**src/rtl/ddr2axis_pkg.sv**
```systemverilog
// Shared types and AXI encodings for the DDR frame read-back master.
package ddr2axis_pkg;

  typedef enum logic [1:0] {
    ST_IDLE  = 2'd0,
    ST_AR    = 2'd1,
    ST_RD    = 2'd2,
    ST_DRAIN = 2'd3
  } state_t;

  localparam logic [1:0] BURST_INCR                  = 2'b01;
  localparam logic [3:0] CACHE_BUFFERABLE_MODIFIABLE = 4'b0011;
  localparam logic [1:0] RESP_OKAY                   = 2'b00;

  // Ceiling log2; clogb2(1) = 0.
  function automatic int clogb2(input int value);
    int r;
    r = 0;
    for (int i = 0; i < 31; i++) begin
      if ((1 << i) < value) r = i + 1;
    end
    return r;
  endfunction

endpackage

```
**src/rtl/ddr2axis_if.sv**
```systemverilog
// AXI4 read channels plus the AXI4-Stream output of the frame reader.
// Every channel transfers on a clock edge where VALID && READY; once VALID is
// raised it, and its payload, stay unchanged until that transfer happens.
interface ddr2axis_if #(
  parameter int ID_W     = 1,
  parameter int ADDR_W   = 32,
  parameter int DATA_W   = 128,
  parameter int ARUSER_W = 0,
  parameter int RUSER_W  = 0,
  parameter int TDATA_W  = 32
);
  localparam int ARU_W = (ARUSER_W > 0) ? ARUSER_W : 1;
  localparam int RU_W  = (RUSER_W > 0) ? RUSER_W : 1;

  logic [ID_W-1:0]      ARID;
  logic [ADDR_W-1:0]    ARADDR;
  logic [7:0]           ARLEN;
  logic [2:0]           ARSIZE;
  logic [1:0]           ARBURST;
  logic                 ARLOCK;
  logic [3:0]           ARCACHE;
  logic [2:0]           ARPROT;
  logic [3:0]           ARQOS;
  logic [ARU_W-1:0]     ARUSER;
  logic                 ARVALID;
  logic                 ARREADY;

  logic [ID_W-1:0]      RID;
  logic [DATA_W-1:0]    RDATA;
  logic [1:0]           RRESP;
  logic                 RLAST;
  logic [RU_W-1:0]      RUSER;
  logic                 RVALID;
  logic                 RREADY;

  logic [TDATA_W-1:0]   TDATA;
  logic [TDATA_W/8-1:0] TSTRB;
  logic                 TVALID;
  logic                 TLAST;
  logic                 TUSER;
  logic                 TREADY;

  modport master (
    output ARID, ARADDR, ARLEN, ARSIZE, ARBURST, ARLOCK, ARCACHE, ARPROT, ARQOS, ARUSER, ARVALID,
    input  ARREADY,
    input  RID, RDATA, RRESP, RLAST, RUSER, RVALID,
    output RREADY,
    output TDATA, TSTRB, TVALID, TLAST, TUSER,
    input  TREADY
  );

  modport slave (
    input  ARID, ARADDR, ARLEN, ARSIZE, ARBURST, ARLOCK, ARCACHE, ARPROT, ARQOS, ARUSER, ARVALID,
    output ARREADY,
    output RID, RDATA, RRESP, RLAST, RUSER, RVALID,
    input  RREADY,
    input  TDATA, TSTRB, TVALID, TLAST, TUSER,
    output TREADY
  );

endinterface

```
**src/rtl/ddr2axis_rd_downsizer.sv**
```systemverilog
// Holds one wide AXI read beat and emits it lane by lane (lane 0 first) as
// narrow stream beats, tagging frame start/end from the beat's position.
module axi_rd_downsizer
  import ddr2axis_pkg::*;
#(
  parameter int DATA_W  = 128,
  parameter int TDATA_W = 32
) (
  input  logic               i_clk,
  input  logic               i_rst_n,
  input  logic               i_rd_en,
  input  logic               i_rvalid,
  input  logic [DATA_W-1:0]  i_rdata,
  input  logic               i_first,
  input  logic               i_last,
  input  logic               i_tready,
  output logic               o_rready,
  output logic               o_tvalid,
  output logic [TDATA_W-1:0] o_tdata,
  output logic               o_tuser,
  output logic               o_tlast,
  output logic               o_last_hs
);

  localparam int LANES  = DATA_W / TDATA_W;
  localparam int LANE_W = (LANES > 1) ? clogb2(LANES) : 1;
  localparam logic [LANE_W-1:0] LAST_LANE = LANE_W'(LANES - 1);

  logic [DATA_W-1:0]  r_buf;
  logic               r_buf_valid;
  logic [LANE_W-1:0]  r_lane;
  logic               r_first;
  logic               r_last;

  logic [TDATA_W-1:0] w_lanes [LANES];
  logic               w_on_last_lane;
  logic               w_t_hs;
  logic               w_load;

  for (genvar g = 0; g < LANES; g++) begin : g_lane
    assign w_lanes[g] = r_buf[g*TDATA_W +: TDATA_W];
  end

  assign w_on_last_lane = (r_lane == LAST_LANE);
  assign w_t_hs         = r_buf_valid && i_tready;
  // A new beat may enter while the final lane is leaving, so the stream never
  // bubbles; this makes RREADY combinationally depend on TREADY.
  assign o_rready       = i_rd_en && (!r_buf_valid || (w_on_last_lane && i_tready));
  assign w_load         = o_rready && i_rvalid;

  assign o_tvalid  = r_buf_valid;
  assign o_tdata   = w_lanes[r_lane];
  assign o_tuser   = r_first && (r_lane == '0);
  assign o_tlast   = r_last && w_on_last_lane;
  assign o_last_hs = w_t_hs && o_tlast;

  always_ff @(posedge i_clk or negedge i_rst_n) begin
    if (!i_rst_n) begin
      r_buf       <= '0;
      r_buf_valid <= 1'b0;
      r_lane      <= '0;
      r_first     <= 1'b0;
      r_last      <= 1'b0;
    end else if (w_load) begin
      r_buf       <= i_rdata;
      r_buf_valid <= 1'b1;
      r_lane      <= '0;
      r_first     <= i_first;
      r_last      <= i_last;
    end else if (w_t_hs) begin
      if (w_on_last_lane) begin
        r_buf_valid <= 1'b0;
        r_lane      <= '0;
      end else begin
        r_lane <= r_lane + 1'b1;
      end
    end
  end

endmodule

```
**src/rtl/ddr2axis_rd.sv**
```systemverilog
// Frame reader: fetches C_FRAME_BURSTS INCR bursts from a fixed DDR base with
// one burst outstanding, and streams them out through the lane down-converter.
module ddr2axis_rd
  import ddr2axis_pkg::*;
#(
  parameter logic [31:0] C_M_TARGET_SLAVE_BASE_ADDR = 32'h1000_0000,
  parameter int C_M_AXI_BURST_LEN    = 16,
  parameter int C_M_AXI_ID_WIDTH     = 1,
  parameter int C_M_AXI_ADDR_WIDTH   = 32,
  parameter int C_M_AXI_DATA_WIDTH   = 128,
  parameter int C_M_AXI_ARUSER_WIDTH = 0,
  parameter int C_M_AXI_RUSER_WIDTH  = 0,
  parameter int C_M_AXIS_TDATA_WIDTH = 32,
  parameter int C_FRAME_BURSTS       = 4
) (
  input  logic       M_AXI_ACLK,
  input  logic       M_AXI_ARESETN,
  input  logic       start,
  output logic       busy,
  output logic       done,
  output logic       rd_err,
  output logic       rlast_err,
  output state_t     dbg_state,
  ddr2axis_if.master m_axi
);

  localparam int BYTES       = C_M_AXI_DATA_WIDTH / 8;
  localparam int BURST_BYTES = C_M_AXI_BURST_LEN * BYTES;
  localparam int BEAT_W      = (C_M_AXI_BURST_LEN > 1) ? clogb2(C_M_AXI_BURST_LEN) : 1;
  localparam int BIDX_W      = (C_FRAME_BURSTS > 1) ? clogb2(C_FRAME_BURSTS) : 1;
  localparam logic [BEAT_W-1:0] LAST_BEAT  = BEAT_W'(C_M_AXI_BURST_LEN - 1);
  localparam logic [BIDX_W-1:0] LAST_BURST = BIDX_W'(C_FRAME_BURSTS - 1);
  localparam logic [C_M_AXI_ADDR_WIDTH-1:0] BASE_ADDR =
    C_M_AXI_ADDR_WIDTH'(C_M_TARGET_SLAVE_BASE_ADDR);

  state_t                        r_state;
  logic [BIDX_W-1:0]             r_burst_idx;
  logic [BEAT_W-1:0]             r_beat_cnt;
  logic [C_M_AXI_ADDR_WIDTH-1:0] r_araddr;
  logic                          r_arvalid;
  logic                          r_busy;
  logic                          r_done;
  logic                          r_rd_err;
  logic                          r_rlast_err;

  logic w_rready;
  logic w_r_hs;
  logic w_last_beat;
  logic w_last_burst;
  logic w_first_beat;
  logic w_last_hs;
  logic w_unused;

  assign w_r_hs       = w_rready && m_axi.RVALID;
  assign w_last_beat  = (r_beat_cnt == LAST_BEAT);
  assign w_last_burst = (r_burst_idx == LAST_BURST);
  assign w_first_beat = (r_burst_idx == '0) && (r_beat_cnt == '0);
  // RID/RUSER carry nothing this reader needs.
  assign w_unused     = ^{m_axi.RID, m_axi.RUSER};

  assign m_axi.ARID    = '0;
  assign m_axi.ARADDR  = r_araddr;
  assign m_axi.ARLEN   = 8'(C_M_AXI_BURST_LEN - 1);
  assign m_axi.ARSIZE  = 3'(clogb2(BYTES));
  assign m_axi.ARBURST = BURST_INCR;
  assign m_axi.ARLOCK  = 1'b0;
  assign m_axi.ARCACHE = CACHE_BUFFERABLE_MODIFIABLE;
  assign m_axi.ARPROT  = '0;
  assign m_axi.ARQOS   = '0;
  assign m_axi.ARUSER  = '0;
  assign m_axi.ARVALID = r_arvalid;
  assign m_axi.RREADY  = w_rready;
  assign m_axi.TSTRB   = '1;

  assign busy      = r_busy;
  assign done      = r_done;
  assign rd_err    = r_rd_err;
  assign rlast_err = r_rlast_err;
  assign dbg_state = r_state;

  axi_rd_downsizer #(
    .DATA_W  (C_M_AXI_DATA_WIDTH),
    .TDATA_W (C_M_AXIS_TDATA_WIDTH)
  ) u_downsizer (
    .i_clk     (M_AXI_ACLK),
    .i_rst_n   (M_AXI_ARESETN),
    .i_rd_en   (r_state == ST_RD),
    .i_rvalid  (m_axi.RVALID),
    .i_rdata   (m_axi.RDATA),
    .i_first   (w_first_beat),
    .i_last    (w_last_beat && w_last_burst),
    .i_tready  (m_axi.TREADY),
    .o_rready  (w_rready),
    .o_tvalid  (m_axi.TVALID),
    .o_tdata   (m_axi.TDATA),
    .o_tuser   (m_axi.TUSER),
    .o_tlast   (m_axi.TLAST),
    .o_last_hs (w_last_hs)
  );

  // Bursts end on our own beat count; RLAST is only cross-checked.
  always_ff @(posedge M_AXI_ACLK or negedge M_AXI_ARESETN) begin
    if (!M_AXI_ARESETN) begin
      r_state     <= ST_IDLE;
      r_burst_idx <= '0;
      r_beat_cnt  <= '0;
      r_araddr    <= '0;
      r_arvalid   <= 1'b0;
      r_busy      <= 1'b0;
      r_done      <= 1'b0;
      r_rd_err    <= 1'b0;
      r_rlast_err <= 1'b0;
    end else begin
      r_done <= 1'b0;
      case (r_state)
        ST_IDLE: begin
          if (start) begin
            r_busy      <= 1'b1;
            r_rd_err    <= 1'b0;
            r_rlast_err <= 1'b0;
            r_burst_idx <= '0;
            r_beat_cnt  <= '0;
            r_araddr    <= BASE_ADDR;
            r_arvalid   <= 1'b1;
            r_state     <= ST_AR;
          end
        end
        ST_AR: begin
          if (m_axi.ARREADY) begin
            r_arvalid  <= 1'b0;
            r_beat_cnt <= '0;
            r_state    <= ST_RD;
          end
        end
        ST_RD: begin
          if (w_r_hs) begin
            if (m_axi.RRESP != RESP_OKAY) r_rd_err <= 1'b1;
            if (m_axi.RLAST != w_last_beat) r_rlast_err <= 1'b1;
            r_beat_cnt <= r_beat_cnt + 1'b1;
            if (w_last_beat) begin
              if (w_last_burst) begin
                r_state <= ST_DRAIN;
              end else begin
                r_burst_idx <= r_burst_idx + 1'b1;
                r_araddr    <= r_araddr + C_M_AXI_ADDR_WIDTH'(BURST_BYTES);
                r_arvalid   <= 1'b1;
                r_state     <= ST_AR;
              end
            end
          end
        end
        ST_DRAIN: begin
          if (w_last_hs) begin
            r_done  <= 1'b1;
            r_busy  <= 1'b0;
            r_state <= ST_IDLE;
          end
        end
        default: r_state <= ST_IDLE;
      endcase
    end
  end

endmodule
```
**src/flat_wrapper.sv**
```systemverilog
// flat-port wrapper written by rule: the top's interface ports become plain ports
module ddr2axis_rd_flat import ddr2axis_pkg::*;
#(
  parameter logic [31:0] C_M_TARGET_SLAVE_BASE_ADDR = 32'h1000_0000,
  parameter int C_M_AXI_BURST_LEN    = 16,
  parameter int C_M_AXI_ID_WIDTH     = 1,
  parameter int C_M_AXI_ADDR_WIDTH   = 32,
  parameter int C_M_AXI_DATA_WIDTH   = 128,
  parameter int C_M_AXI_ARUSER_WIDTH = 0,
  parameter int C_M_AXI_RUSER_WIDTH  = 0,
  parameter int C_M_AXIS_TDATA_WIDTH = 32,
  parameter int C_FRAME_BURSTS       = 4
)
  (M_AXI_ACLK, M_AXI_ARESETN, start, busy, done, rd_err, rlast_err, dbg_state, m_axi_ARID, m_axi_ARADDR, m_axi_ARLEN, m_axi_ARSIZE, m_axi_ARBURST, m_axi_ARLOCK, m_axi_ARCACHE, m_axi_ARPROT, m_axi_ARQOS, m_axi_ARUSER, m_axi_ARVALID, m_axi_ARREADY, m_axi_RID, m_axi_RDATA, m_axi_RRESP, m_axi_RLAST, m_axi_RUSER, m_axi_RVALID, m_axi_RREADY, m_axi_TDATA, m_axi_TSTRB, m_axi_TVALID, m_axi_TLAST, m_axi_TUSER, m_axi_TREADY);
  ddr2axis_if m_axi_i ();
  input  logic M_AXI_ACLK;
  input  logic M_AXI_ARESETN;
  input  logic start;
  output logic busy;
  output logic done;
  output logic rd_err;
  output logic rlast_err;
  output state_t dbg_state;
  output wire logic [$bits(m_axi_i.ARID)-1:0] m_axi_ARID;
  output wire logic [$bits(m_axi_i.ARADDR)-1:0] m_axi_ARADDR;
  output wire logic [$bits(m_axi_i.ARLEN)-1:0] m_axi_ARLEN;
  output wire logic [$bits(m_axi_i.ARSIZE)-1:0] m_axi_ARSIZE;
  output wire logic [$bits(m_axi_i.ARBURST)-1:0] m_axi_ARBURST;
  output wire logic [$bits(m_axi_i.ARLOCK)-1:0] m_axi_ARLOCK;
  output wire logic [$bits(m_axi_i.ARCACHE)-1:0] m_axi_ARCACHE;
  output wire logic [$bits(m_axi_i.ARPROT)-1:0] m_axi_ARPROT;
  output wire logic [$bits(m_axi_i.ARQOS)-1:0] m_axi_ARQOS;
  output wire logic [$bits(m_axi_i.ARUSER)-1:0] m_axi_ARUSER;
  output wire logic [$bits(m_axi_i.ARVALID)-1:0] m_axi_ARVALID;
  input wire logic [$bits(m_axi_i.ARREADY)-1:0] m_axi_ARREADY;
  input wire logic [$bits(m_axi_i.RID)-1:0] m_axi_RID;
  input wire logic [$bits(m_axi_i.RDATA)-1:0] m_axi_RDATA;
  input wire logic [$bits(m_axi_i.RRESP)-1:0] m_axi_RRESP;
  input wire logic [$bits(m_axi_i.RLAST)-1:0] m_axi_RLAST;
  input wire logic [$bits(m_axi_i.RUSER)-1:0] m_axi_RUSER;
  input wire logic [$bits(m_axi_i.RVALID)-1:0] m_axi_RVALID;
  output wire logic [$bits(m_axi_i.RREADY)-1:0] m_axi_RREADY;
  output wire logic [$bits(m_axi_i.TDATA)-1:0] m_axi_TDATA;
  output wire logic [$bits(m_axi_i.TSTRB)-1:0] m_axi_TSTRB;
  output wire logic [$bits(m_axi_i.TVALID)-1:0] m_axi_TVALID;
  output wire logic [$bits(m_axi_i.TLAST)-1:0] m_axi_TLAST;
  output wire logic [$bits(m_axi_i.TUSER)-1:0] m_axi_TUSER;
  input wire logic [$bits(m_axi_i.TREADY)-1:0] m_axi_TREADY;
  assign m_axi_ARID = m_axi_i.ARID;
  assign m_axi_ARADDR = m_axi_i.ARADDR;
  assign m_axi_ARLEN = m_axi_i.ARLEN;
  assign m_axi_ARSIZE = m_axi_i.ARSIZE;
  assign m_axi_ARBURST = m_axi_i.ARBURST;
  assign m_axi_ARLOCK = m_axi_i.ARLOCK;
  assign m_axi_ARCACHE = m_axi_i.ARCACHE;
  assign m_axi_ARPROT = m_axi_i.ARPROT;
  assign m_axi_ARQOS = m_axi_i.ARQOS;
  assign m_axi_ARUSER = m_axi_i.ARUSER;
  assign m_axi_ARVALID = m_axi_i.ARVALID;
  assign m_axi_i.ARREADY = m_axi_ARREADY;
  assign m_axi_i.RID = m_axi_RID;
  assign m_axi_i.RDATA = m_axi_RDATA;
  assign m_axi_i.RRESP = m_axi_RRESP;
  assign m_axi_i.RLAST = m_axi_RLAST;
  assign m_axi_i.RUSER = m_axi_RUSER;
  assign m_axi_i.RVALID = m_axi_RVALID;
  assign m_axi_RREADY = m_axi_i.RREADY;
  assign m_axi_TDATA = m_axi_i.TDATA;
  assign m_axi_TSTRB = m_axi_i.TSTRB;
  assign m_axi_TVALID = m_axi_i.TVALID;
  assign m_axi_TLAST = m_axi_i.TLAST;
  assign m_axi_TUSER = m_axi_i.TUSER;
  assign m_axi_i.TREADY = m_axi_TREADY;
  ddr2axis_rd #(.C_M_TARGET_SLAVE_BASE_ADDR(C_M_TARGET_SLAVE_BASE_ADDR), .C_M_AXI_BURST_LEN(C_M_AXI_BURST_LEN), .C_M_AXI_ID_WIDTH(C_M_AXI_ID_WIDTH), .C_M_AXI_ADDR_WIDTH(C_M_AXI_ADDR_WIDTH), .C_M_AXI_DATA_WIDTH(C_M_AXI_DATA_WIDTH), .C_M_AXI_ARUSER_WIDTH(C_M_AXI_ARUSER_WIDTH), .C_M_AXI_RUSER_WIDTH(C_M_AXI_RUSER_WIDTH), .C_M_AXIS_TDATA_WIDTH(C_M_AXIS_TDATA_WIDTH), .C_FRAME_BURSTS(C_FRAME_BURSTS)) u_core (.M_AXI_ACLK(M_AXI_ACLK), .M_AXI_ARESETN(M_AXI_ARESETN), .start(start), .busy(busy), .done(done), .rd_err(rd_err), .rlast_err(rlast_err), .dbg_state(dbg_state), .m_axi(m_axi_i));
endmodule
```
**config.mk**
```make
export PLATFORM = sky130hd
export DESIGN_NAME = ddr2axis_rd_flat
export DESIGN_NICKNAME = d
export VERILOG_FILES = /design/src/rtl/ddr2axis_pkg.sv /design/src/rtl/ddr2axis_if.sv /design/src/rtl/ddr2axis_rd_downsizer.sv /design/src/rtl/ddr2axis_rd.sv /design/src/flat_wrapper.sv
export SDC_FILE = /design/constraint.sdc
export NUM_CORES = 1
export LEC_CHECK = 0
export CORE_MARGIN = 4
export CORE_UTILIZATION = 48
export DETAILED_ROUTE_END_ITERATION = 8
export PLACE_DENSITY = 0.88
export SLEW_MARGIN = 25
export SYNTH_ARGS = -nofsm -noshare
export SYNTH_HDL_FRONTEND = slang
export SYNTH_SLANG_ARGS = --single-unit
export TNS_END_PERCENT = 50
```
**constraint.sdc**
```tcl
create_clock -name M_AXI_ACLK -period 2.1 [get_ports M_AXI_ACLK]
set_clock_uncertainty 0.05 [all_clocks]
set_input_delay 0.21 -clock M_AXI_ACLK [delete_from_list [all_inputs] [get_ports M_AXI_ACLK]]
set_output_delay 0.21 -clock M_AXI_ACLK [all_outputs]
set_load 0.01 [all_outputs]
```
==> impl_results.md <==
* Largest vdd supply drop at 0.730 mV
* CTS Sinks at 170
* Slowest cell on crit path: mux4_2
* Critical path type: reg -> out
* First-pass GRT wire length at 37.4 mm
* Syn_area_per_cell at around 9.3 um2
* Critical Path Max Stage Delay at roughly 0.53 ns
* Synth Flop Type: dfrtp_1
* Worst-Margin Slew at 0.817 ns
* Yosys warning total at 0
* Final non-filler cell total at 1342
* Final Net Count at between 1000 and 1500
* Clock slew at reported path FFs at 0.07 ns
* Die Ht at 139 um
* Crit path max fanout at 7
* Area grow syn2layout at 38.8%
* Placement Cell Area at about 11000 um2
* Reg2reg start: u_core.u_downsizer.r_lane[1]
* Post-DRT Antenna Nets at 0
* Via/cell ratio at 5.35
* Largest net degree at the start of global routing at 54
* Most used cell, CP: buf_8
* Mapped Cells at 881
* GRT Residual Overflow at 0
* Ys async rst share at 100%
* Fmax at between 400 and 500 MHz
* IO buf count at 203
* CTS tree: done
* Placed cell count at 1292
* Core area at 16700 um2
* CP top delay family: buffers and inverters
* Total CTS buffers at 17
* CP Capture Type: output pin
* Slew headroom at 45.4%
* Hold Slack at between 0.2 and 0.25 ns
* Starting Density at 49.3%
* Vias at 7176
* Failing checks: setup timing
* H-tree Lvls at 4
* Seq cells post-synth at between 150 and 200
* Total Wirelength at 23.6 mm
* Die area at 19300 um2
* Startpoint Class: register
* Crit path time final at 2.15 ns
* Wirelength per Cell at 17.6 um
* # diodes at 0
* All-Layer GR Usage at 24.0%
* RSZ-0062 raised after global routing: true
* Cell Area, Synth at approximately 8200 um2
* Final period utilization at 102%
* Setup Viol. Count Final at 13
* Later-pin clock latency in the skew report at about 0.43 ns
* GP Congestion at 0.824
* Worst path required time at 1.84 ns
* Post-route cell area at 11400 um2
* Cell Chain, Critical Path: buf_8, buf_12, buf_8, mux4_2, buf_6
* Final critical-path setup slack at -0.0471 ns
* Ports at 245
* Final max-slew violation count at 0
* Num rows at 47
* Post-synth cell types at 59
* Min-Delay Path Class: in -> async
* Status: complete, but fails checks
* Max cap viols at 0
* EDFF count, synth at 0
* Pwr/cell area at roughly 1300 nW/um2
* HPWL after DPL at 15.5 mm
* Clock buffer depth at 2
* Layout cells sized above 1 at approximately 15%
* Antenna violations before repair at 1
* Register area share after synthesis at 51.6%
* Setup tns final at -0.269 ns
* Number of global-route vias before repair at ~7300
* Drt first pass iters at 5
* Worst EP arrival at roughly 1.9 ns
* Worst slack, placed at -0.0638 ns
* Worst Setup SP: u_core.u_downsizer.r_lane[0]
* First DRT Iteration DRCs at 456
* Root Driver: clkbuf_16
* Drc violations at 0
* Final Hold Viols at 0
* LEAKAGE at ~5.5 nW
* Die width at around 140 um
* Crit path buf inv count at 4
## worst register-to-register path, delay by kind of cell (launching register included)
kind / cells / cell delay, ns
compound gates: 1 / 0.07
simple gates: 3 / 0.82
flops: 1 / 0.43
buf+inv: 2 / 0.42
fa+ha+maj: 1 / 0.23
## cell usage after synthesis (all sizes together) (10+ instances only)
library cell / n / area, um2
buf: 61 / 414
nor2: 15 / 56.3
o21ai: 27 / 135
clkbuf: 25 / 114
mux4: 32 / 721
nand2: 406 / 1520
a31oi: 11 / 75.1
nand3: 17 / 85.1
dfrtp: 170 / 4250
inv: 11 / 41.3
nand4: 10 / 68.8
## cell families (layout without fill, tap and decap cells)
logic type,Yosys count,count (layout),share of synthesized area [%]
AO/OA/AOI/OAI,76,76,6.20
XOR/XNOR,1,1,0.106
adder cells (fa/ha/maj),7,7,1.06
buffers and inverters,97,301,6.91
flip-flops,170,170,51.6
multiplexers,32,32,8.75
other,2,39,0.0912
AND/OR/NAND/NOR,496,496,25.2
## state kept, by name, summed over array words and instances (netlist names)
register,count
u_core.u_downsizer.r_last,1
u_core.u_downsizer.r_lane,2
u_core.u_downsizer.r_first,1
u_core.rlast_err,1
u_core.m_axi.ARVALID,1
u_core.u_downsizer.o_tvalid,1
u_core.m_axi.ARADDR,24
u_core.rd_err,1
u_core.r_burst_idx,2
u_core.dbg_state,2
u_core.u_downsizer.r_buf,128
u_core.done,1
u_core.r_beat_cnt,4
u_core.busy,1
## layer usage
layer	routed length [um]	vias up	GRT usage (%)	share of wire (%)
met5	13	-	0	0.055
met4	763	2	8.91	3.2
met3	1730	55	6.55	7.4
met2	12000	306	40.2	51
met1	9090	3493	30.0	39
li1	-	3320	-	-
## metrics by stage
stage	power (mW)	utilization (%)
finish	14.8	68.5
global route	15.6	68.5
CTS	14.2	67.2
detailed placement	11.0	63.3
global placement	10.8	63.3
floorplan	8.37	-
## timing repair
item,in CTS,in global routing
gates resized for setup,140,31
pin swaps,1,1
cloned,2,0
hold buffers,1,0
buffers inserted,8,7
endpoints found under the hold margin,47,0
setup endpoints to repair,35,140
## path summary, 6_finish.rpt
| path | endpoint | slack (ns) | depth (start not counted) |
|---|---|---|---|
| max | m_axi_TDATA[12] | -0.05 | 5 |
| min | u_core.u_downsizer.r_buf[49] | 0.23 | 2 |
| max reg2reg | u_core.u_downsizer.r_buf[36] | 0.02 | 7 |
| min reg2reg | u_core.u_downsizer.r_buf[94] | 0.42 | 2 |
| max in group asynchronous | u_core.u_downsizer.r_buf[101] | 1.03 | 3 |
| min in group M_AXI_ACLK | u_core.u_downsizer.r_buf[85] | 0.24 | 3 |
## placed cells by master, fill, tap and decap left out, types with 4 or more instances in the layout
cell,synthesis,routed
dfrtp_1,170,167
a31oi_1,10,10
o21ai_0,27,27
nand2_1,406,405
a41oi_1,4,4
conb_1,2,39
buf_6,2,25
mux4_2,32,32
and3_1,6,6
buf_4,40,32
nand3_1,17,16
and4_1,4,4
and2_1,6,6
a22o_1,4,4
a21o_1,5,5
nand4_1,9,9
a21oi_1,7,7
buf_12,0,15
nor2_1,15,14
ha_1,7,6
clkbuf_16,0,17
nor3_1,8,8
clkdlybuf4s50_1,0,167
inv_1,11,11
buf_2,16,9
## power breakdown
group | total [mW] | switching, mW | leakage [nW] | internal, mW
combinational | 6.36 | 2.96 | 3.10 | 3.40
clock | 3.15 | 1.43 | 0.283 | 1.72
sequential | 5.26 | 0.749 | 2.17 | 4.51
total | 14.8 | 5.14 | 5.55 | 9.62
## cell type report
| type | instances | area, um2 |
|---|---|---|
| Clock buffer | 18 | 439 |
| Clock inverter | 14 | 160 |
| Fill cell | 1241 | 5270 |
| Inverter | 11 | 41.3 |
| Multi-Input combinational cell | 651 | 3590 |
| Sequential cell | 170 | 4260 |
| Tap cell | 220 | 275 |
| Timing Repair Buffer | 258 | 2680 |
(Power assumes the default switching activity.)
